`src/rtl/render_sequencer.sv`:
```
// Per-frame render controller: clears the 160x120 screen, pulses move, runs the
// platform then ball drawers, and forwards their clipped writes to one VGA port.
module render_sequencer #(
   parameter int unsigned FRAME_DIV = 833333,
   parameter int unsigned SCREEN_W  = 160,
   parameter int unsigned SCREEN_H  = 120,
   parameter logic [2:0]  BG_COLOUR = 3'b000,
   parameter int unsigned TIMEOUT   = 4096
) (
   input  logic       clk,
   input  logic       reset,
   input  logic       go,
   input  logic [9:0] p_x,
   input  logic [9:0] p_y,
   input  logic [2:0] p_colour,
   input  logic       p_wren,
   input  logic       p_done,
   input  logic [9:0] b_x,
   input  logic [9:0] b_y,
   input  logic [2:0] b_colour,
   input  logic       b_wren,
   input  logic       b_done,
   output logic       move_en,
   output logic       p_draw,
   output logic       b_draw,
   output logic [7:0] vga_x,
   output logic [6:0] vga_y,
   output logic [2:0] vga_colour,
   output logic       vga_plot,
   output logic       busy,
   output logic       frame_done,
   output logic       err_timeout,
   output logic       err_overrun
);

   localparam int unsigned FC_W = (FRAME_DIV > 1) ? $clog2(FRAME_DIV) : 1;
   localparam int unsigned WC_W = (TIMEOUT > 1) ? $clog2(TIMEOUT) : 1;

   typedef enum logic [2:0] {
      IDLE    = 3'd0,
      CLEAR   = 3'd1,
      MOVE    = 3'd2,
      P_START = 3'd3,
      P_WAIT  = 3'd4,
      B_START = 3'd5,
      B_WAIT  = 3'd6,
      DONE    = 3'd7
   } state_t;

   state_t          state;
   logic [FC_W-1:0] fc;
   logic [7:0]      cx;
   logic [6:0]      cy;
   logic [WC_W-1:0] wc;

   logic tick;
   logic row_last;
   logic clear_last;
   logic wait_expired;
   logic p_hit;
   logic b_hit;

   assign tick         = (fc == FC_W'(FRAME_DIV - 1));
   assign row_last     = (cx == 8'(SCREEN_W - 1));
   assign clear_last   = row_last && (cy == 7'(SCREEN_H - 1));
   assign wait_expired = (wc == WC_W'(TIMEOUT - 1));

   // A drawer write survives only if requested and inside the visible area
   assign p_hit = p_wren && (p_x < 10'(SCREEN_W)) && (p_y < 10'(SCREEN_H));
   assign b_hit = b_wren && (b_x < 10'(SCREEN_W)) && (b_y < 10'(SCREEN_H));

   // Free-running frame timebase, independent of go
   always_ff @(posedge clk or posedge reset) begin
      if (reset) begin
         fc <= '0;
      end else if (tick) begin
         fc <= '0;
      end else begin
         fc <= fc + FC_W'(1);
      end
   end

   // Sequencer; every output is set on the edge that enters the cycle it belongs to
   always_ff @(posedge clk or posedge reset) begin
      if (reset) begin
         state       <= IDLE;
         cx          <= '0;
         cy          <= '0;
         wc          <= '0;
         vga_x       <= '0;
         vga_y       <= '0;
         vga_colour  <= '0;
         vga_plot    <= 1'b0;
         move_en     <= 1'b0;
         p_draw      <= 1'b0;
         b_draw      <= 1'b0;
         busy        <= 1'b0;
         frame_done  <= 1'b0;
         err_timeout <= 1'b0;
         err_overrun <= 1'b0;
      end else begin
         move_en    <= 1'b0;
         p_draw     <= 1'b0;
         b_draw     <= 1'b0;
         frame_done <= 1'b0;
         vga_plot   <= 1'b0;

         // A tick that cannot start a frame is dropped and flagged
         if (tick && (state != IDLE)) begin
            err_overrun <= 1'b1;
         end

         case (state)
            IDLE: begin
               if (tick && go) begin
                  state <= CLEAR;
                  busy  <= 1'b1;
                  cx    <= '0;
                  cy    <= '0;
               end
            end

            CLEAR: begin
               vga_x      <= cx;
               vga_y      <= cy;
               vga_colour <= BG_COLOUR;
               vga_plot   <= 1'b1;
               if (clear_last) begin
                  state   <= MOVE;
                  move_en <= 1'b1;
                  cx      <= '0;
                  cy      <= '0;
               end else if (row_last) begin
                  cx <= '0;
                  cy <= cy + 7'd1;
               end else begin
                  cx <= cx + 8'd1;
               end
            end

            MOVE: begin
               state  <= P_START;
               p_draw <= 1'b1;
            end

            P_START: begin
               state <= P_WAIT;
               wc    <= '0;
            end

            P_WAIT: begin
               if (p_hit) begin
                  vga_x      <= p_x[7:0];
                  vga_y      <= p_y[6:0];
                  vga_colour <= p_colour;
                  vga_plot   <= 1'b1;
               end
               if (p_done || wait_expired) begin
                  state  <= B_START;
                  b_draw <= 1'b1;
                  if (!p_done) begin
                     err_timeout <= 1'b1;
                  end
               end else begin
                  wc <= wc + WC_W'(1);
               end
            end

            B_START: begin
               state <= B_WAIT;
               wc    <= '0;
            end

            B_WAIT: begin
               if (b_hit) begin
                  vga_x      <= b_x[7:0];
                  vga_y      <= b_y[6:0];
                  vga_colour <= b_colour;
                  vga_plot   <= 1'b1;
               end
               if (b_done || wait_expired) begin
                  state      <= DONE;
                  frame_done <= 1'b1;
                  if (!b_done) begin
                     err_timeout <= 1'b1;
                  end
               end else begin
                  wc <= wc + WC_W'(1);
               end
            end

            DONE: begin
               state <= IDLE;
               busy  <= 1'b0;
            end

            default: begin
               state <= IDLE;
            end
         endcase
      end
   end

endmodule

```
`config.mk`:
```
export PLATFORM = sky130hd
export DESIGN_NAME = render_sequencer
export DESIGN_NICKNAME = d
export VERILOG_FILES = /design/src/rtl/render_sequencer.sv
export SDC_FILE = /design/constraint.sdc
export NUM_CORES = 1
export LEC_CHECK = 0
export BUFFER_PORTS_ARGS = -buffer_cell sky130_fd_sc_hd__buf_2
export CAP_MARGIN = 30
export CORE_MARGIN = 10
export CORE_UTILIZATION = 58
export CTS_CLUSTER_DIAMETER = 60
export DETAILED_ROUTE_END_ITERATION = 7
export GPL_TIMING_DRIVEN = 0
export PLACE_DENSITY = 0.88
export SYNTH_ARGS = -nofsm -noshare
export SYNTH_HDL_FRONTEND = slang
export SYNTH_SLANG_ARGS = --single-unit
```
`constraint.sdc`:
```
create_clock -name clk -period 4.6 [get_ports clk]
set_input_delay 0.46 -clock clk [delete_from_list [all_inputs] [get_ports clk]]
set_output_delay 0.46 -clock clk [all_outputs]
set_load 0.02 [all_outputs]
```
# ---- After elaboration in Yosys (flattened, before gate mapping)
# Index checks and enable logic that the tools add are counted.
dict set report op_classes {
  add_sub_neg 4
  n_mul 0
  n_div 0
  magnitude_cmp 4
  eq_ne 22
  shift 0
  mux 43
  bitwise 0
  n_reduce_logical 24
}
# cell count
set op_table {}
lappend op_table {{8-bit two-way mux} 5}
lappend op_table {{12-bit case mux with 3 select lines} 1}
lappend op_table {{7-bit two-way mux} 5}
lappend op_table {{12-bit two-way mux} 2}
lappend op_table {{3-bit case mux with 8 select lines} 1}
lappend op_table {{8-bit case mux with 3 select lines} 1}
lappend op_table {{7-bit case mux with 3 select lines} 1}
lappend op_table {{20-bit by 1-bit adder with 20-bit output, second input constant} 1}
lappend op_table {{20-bit equality test, second input constant} 1}
lappend op_table {{10-bit by 7-bit less-than comparator with 1-bit output, second input constant} 2}
lappend op_table {{10-bit by 8-bit less-than comparator with 1-bit output, second input constant} 2}
lappend op_table {{20-bit two-way mux} 1}
lappend op_table {{2-bit inequality test, second input constant} 10}
lappend op_table {{3-bit two-way mux} 6}
lappend op_table {{8-bit case mux with 2 select lines} 1}
lappend op_table {{1-bit two-way mux} 14}
lappend op_table {{7-bit case mux with 2 select lines} 1}
lappend op_table {{12-bit by 1-bit adder with 12-bit output, second input constant} 1}
lappend op_table {{12-bit equality test, second input constant} 1}
lappend op_table {{3-bit equality test, second input constant} 4}
lappend op_table {{3-bit case mux with 3 select lines} 1}
lappend op_table {{3-bit AND reduction} 3}
lappend op_table {{3-bit nonzero test} 3}
lappend op_table {{8-bit by 1-bit adder with 8-bit output, second input constant} 1}
lappend op_table {{other kinds (16)} 28}
dict set report word_totals {
  register_bits 76
  latch_bits 0
  mem_bits_rw 0
  rom_bits 0
  inputBits 53
  output_inout_bits 26
  word_cells 113
  mem_count 0
}

# ---- Logic depth before layout (Yosys ltp)
dict set report depth {
  word_depth 5
  depth_mapped 8
  ltp_nobuf 7
}

# ---- Worst setup path after synthesis
# OpenSTA, ideal clock, no wires.
dict set report synth_path {
  kind {register -> register}
  from {register state[2]}
  to {register vga_x[5]}
  setup_time_ns 0.126
  t_arrival_ns 1.843
  path_slack_ns 2.631
  stages_incl_launch_ff 7
  path_buffers 2
  period_less_slack_ns 1.969
  cell_sequence {dfrtp_1 -> buf_2 -> nor2_4 -> clkbuf_1 -> mux2_2 -> a22o_1 -> a221o_1}
}
dict set report synth_between {
  elab_chain_len 3
  elab_cells_between_ends 8
}
# element line
set synth_lines {}
lappend synth_lines {{from (decl)} 50} ;# state_t state;
lappend synth_lines {{from (signal assigned)} 86} ;# state <= IDLE;
lappend synth_lines {{from (signal assigned)} 116} ;# state <= CLEAR;
lappend synth_lines {{from (signal assigned)} 129} ;# state <= MOVE;
lappend synth_lines {{3-bit equality test / 3-bit by 1-bit equality test with 1-bit output (equally long branches)} 113} ;# case (state)
lappend synth_lines {{2-bit inequality test (no line) / 3-bit nonzero test (equally long branches)} -}
lappend synth_lines {{3-bit AND reduction (no line)} -}
lappend synth_lines {{to (signal assigned)} 153} ;# vga_x <= p_x[7:0];
lappend synth_lines {{to (signal assigned)} 176} ;# vga_x <= b_x[7:0];
lappend synth_lines {{to (decl)} 26} ;# output logic [7:0] vga_x,
# Several ways; a longest one is shown, not always the timed one.
# A chain may end at the register's enable or synchronous reset.

# ---- Worst setup path in the final report
dict set report layout_path {
  from {register state[2]}
  to {register vga_x[6]}
}
# The elaborated chain is that of the path after synthesis.

==> summary.txt <==
Layout
  • N_diodes: 0
  • Fillers: 488
  • Nets: 572
  • Commonest non-fill, non-tap cell in the layout: buf_2
  • Ratio of cells with drive above 1 in the final layout: 0.264
  • Util after Layout: 0.713
  • Area Growth Syn to Fin: 18.4%
  • Commonest cells after routing, fill and taps aside: buf_2, dfrtp_1, nor2_1

Die
  • DIE AREA: 10900 sq um
  • Num rows: 30
  • Initial Util: 0.602
  • Core area: 6870 sq um
  • Die Wd: 104 microns
  • Ports: 79
  • Die Ht: 104 microns

Global route
  • Total GRT Usage: 0.197
  • Largest net degree at the start of global routing: 68
  • Global route overflow: 0
  • Initial antenna violation count: 0
  • Number of global-route vias before repair: 3709
  • First-pass GRT wire length: 18000 microns

STA
  • Setup_tns: 0 ps
  • Final worst-path cycle share: 0.516
  • Hold Vio Cnt, Final: 0
  • Final setup fails: 0
  • RSZ-0062 raised after global routing: no
  • Min Clock Period, post-route: 2370 ps
  • Fmax: 421 MHz
  • Worst slew pin tran: 643 ps
  • Setup ws final: 2230 ps
  • Slew Limit Fails: 0
  • Slew headroom: 0.567
  • Fin Clk Skew: 9.12 ps

Yosys
  • Number of synthesized flops with an enable pin: 0
  • Synthesized instance count: 424
  • Avg Cell Area, Syn: 9.76 sq um
  • Ys async rst share: 1.00
  • Synth unique cells: 64
  • Synth Warn #: 0
  • Yosys top cell by area: dfrtp_1
  • Synth area leaders: dfrtp_1, mux2_2, a22o_1
  • Netlist Area Pre-Place: 4140 sq um
  • Area share of the largest cell type after synthesis: 0.460
  • Post-synthesis sequential area ratio: 0.460
  • Syn Nets: 482
  • Dominant synthesized flop cell: dfrtp_1
  • Flops & latches, synth: 76

Worst setup path
  • CP Data Arrival Time: 2620 ps
  • R2r setup slk: 2230 ps
  • Reg2reg path depth: 6
  • Delay of the slowest cell on the worst path: 510 ps
  • Critical-path cell list: buf_2, nor2_4, clkbuf_1, mux2_2, a22o_1, a221o_1
  • Critical-path top delay cell: clkbuf_1
  • CP Capture Type: flop
  • R2r startpoint: state[2]$_DFFE_PP0P_
  • Kind of critical path: reg2reg
  • WP data required: 4840 ps
  • RR Endpoint: vga_x[6]$_DFFE_PP0P_
  • Critical path peak fanout: 10
  • CP Launch Type: flop

CTS
  • Clock Latency Late Sink: 350 ps
  • Num CTS Buffers: 9
  • CTS Hold Buffers Added: 0
  • H-tree levels: 3
  • CTS tree: built
  • Clk root buf: clkbuf_8
  • CTS Sinks: 76
  • Worst-path clk slew: 80 ps
  • CTS-repair resized insts: 0
  • Post-CTS Setup Inserts: 0
  • Clock Path Buffers: 2

Routing
  • Drt first pass iters: 4
  • Routed Antenna Nets: 0
  • Drt total wl: 10700 microns
  • Via density: 6.15
  • Initial DRC count: 221
  • DRC viols: 0
  • Via count: 3780
  • Average wire per cell in the routed design: 17.5 microns

Pwr
  • Power density cells: 258 nW/um^2
  • Total power: 1270 uW
  • Worst IR Drop VDD: 145 uV
  • Leakage power total: 0.00226 uW

Min path
  • Hold WC Path Type: in2async

Outcome
  • Status: complete, no violations

Run
  • Max-cap viol count: 0

Placement
  • Half-perimeter wire length after placement: 7840 microns
  • Port bufs: 78
  • Post-Place Setup Slack: 2180 ps
  • Gpl congestion: 0.904
-- worst max-delay path, delay by kind of cell, from the launching register on --
family	cells	cell delay (ps)
AO/OA/AOI/OAI	2	450
buffers and inverters	2	710
flip-flops	1	410
multiplexers	1	400
AND/OR/NAND/NOR	1	310
-- layer usage --
layer | vias to the layer above | track usage | part of all wire
li1 | 1764 | - | -
met1 | 1824 | 0.237 | 0.43
met2 | 170 | 0.327 | 0.48
met3 | 22 | 0.0477 | 0.075
met4 | 0 | 0.0825 | 0.020
met5 | - | 0 | 0
-- area by class of cell --
class / instances / area (sq um) / area share
Clock buffer: 13 / 179 / 0.0365
Clock inverter: 3 / 42.5 / 0.00868
Buffer: 18 / 88.8 / 0.0181
Multi-Input combinational cell: 316 / 2090 / 0.427
Timing Repair Buffer: 79 / 418 / 0.0853
Inverter: 14 / 55.1 / 0.0112
Sequential cell: 76 / 1900 / 0.388
Tap cell: 96 / 120 / 0.0245
-- how the worst max path moves through the flow --
stage / end / from / slack [ps]
finish: vga_x[6]$_DFFE_PP0P_ / state[2]$_DFFE_PP0P_ / 2230
floorplan: b_draw$_DFF_PP0_ / reset / 2200
detailed placement: vga_y[2]$_DFFE_PP0P_ / b_x[9] / 2180
global placement: vga_y[0]$_DFFE_PP0P_ / reset / 1330
global route: vga_y[0]$_DFFE_PP0P_ / state[2]$_DFFE_PP0P_ / 2150
CTS: vga_y[2]$_DFFE_PP0P_ / state[2]$_DFFE_PP0P_ / 2270
-- power by group --
part	leakage [uW]	switching, uW	total, uW	internal, uW
clock network	0.000112	243	552	309
registers	0.000951	0	668	668
logic	0.00120	25.1	45.6	20.6
-- cell usage after synthesis, types with 4 or more instances --
library cell  instances
xnor2_1               9
a21oi_1               7
inv_1                14
buf_2                 8
a221o_1              15
nand3_1              22
nor3_1               10
o21ai_0              34
clkbuf_1              7
nor2_1               41
nand2_1              31
dfrtp_1              76
nand4_1              14
nand2b_1              8
xor2_1                9
ha_1                  5
mux2_2               16
a22o_1               20
and3_1                9
a31oi_1               4
-- registers in the layout, indices dropped and copies added, names as in the netlist, 3 cells and up --
register and cells:
cx 8, cy 7, fc 20, state 3
vga_colour 3, vga_x 8, vga_y 7, wc 12
-- kinds of logic after synthesis --
family          after synthesis  synth area share
simple gates                168             0.217
compound gates              108             0.190
flops                        76             0.460
buf+inv                      32            0.0342
xor+xnor                     18            0.0381
mux                          17            0.0460
fa+ha+maj                     5            0.0151
-- stage by stage --
step	instances	area (sq um)	hold slack (ps)
finish	615	4900	2.37
global route	615	4900	8.72
CTS	615	4900	6.30
detailed placement	599	4680	376
global placement	598	4650	436
floorplan	424	4140	453
(Power assumes the default switching activity.)
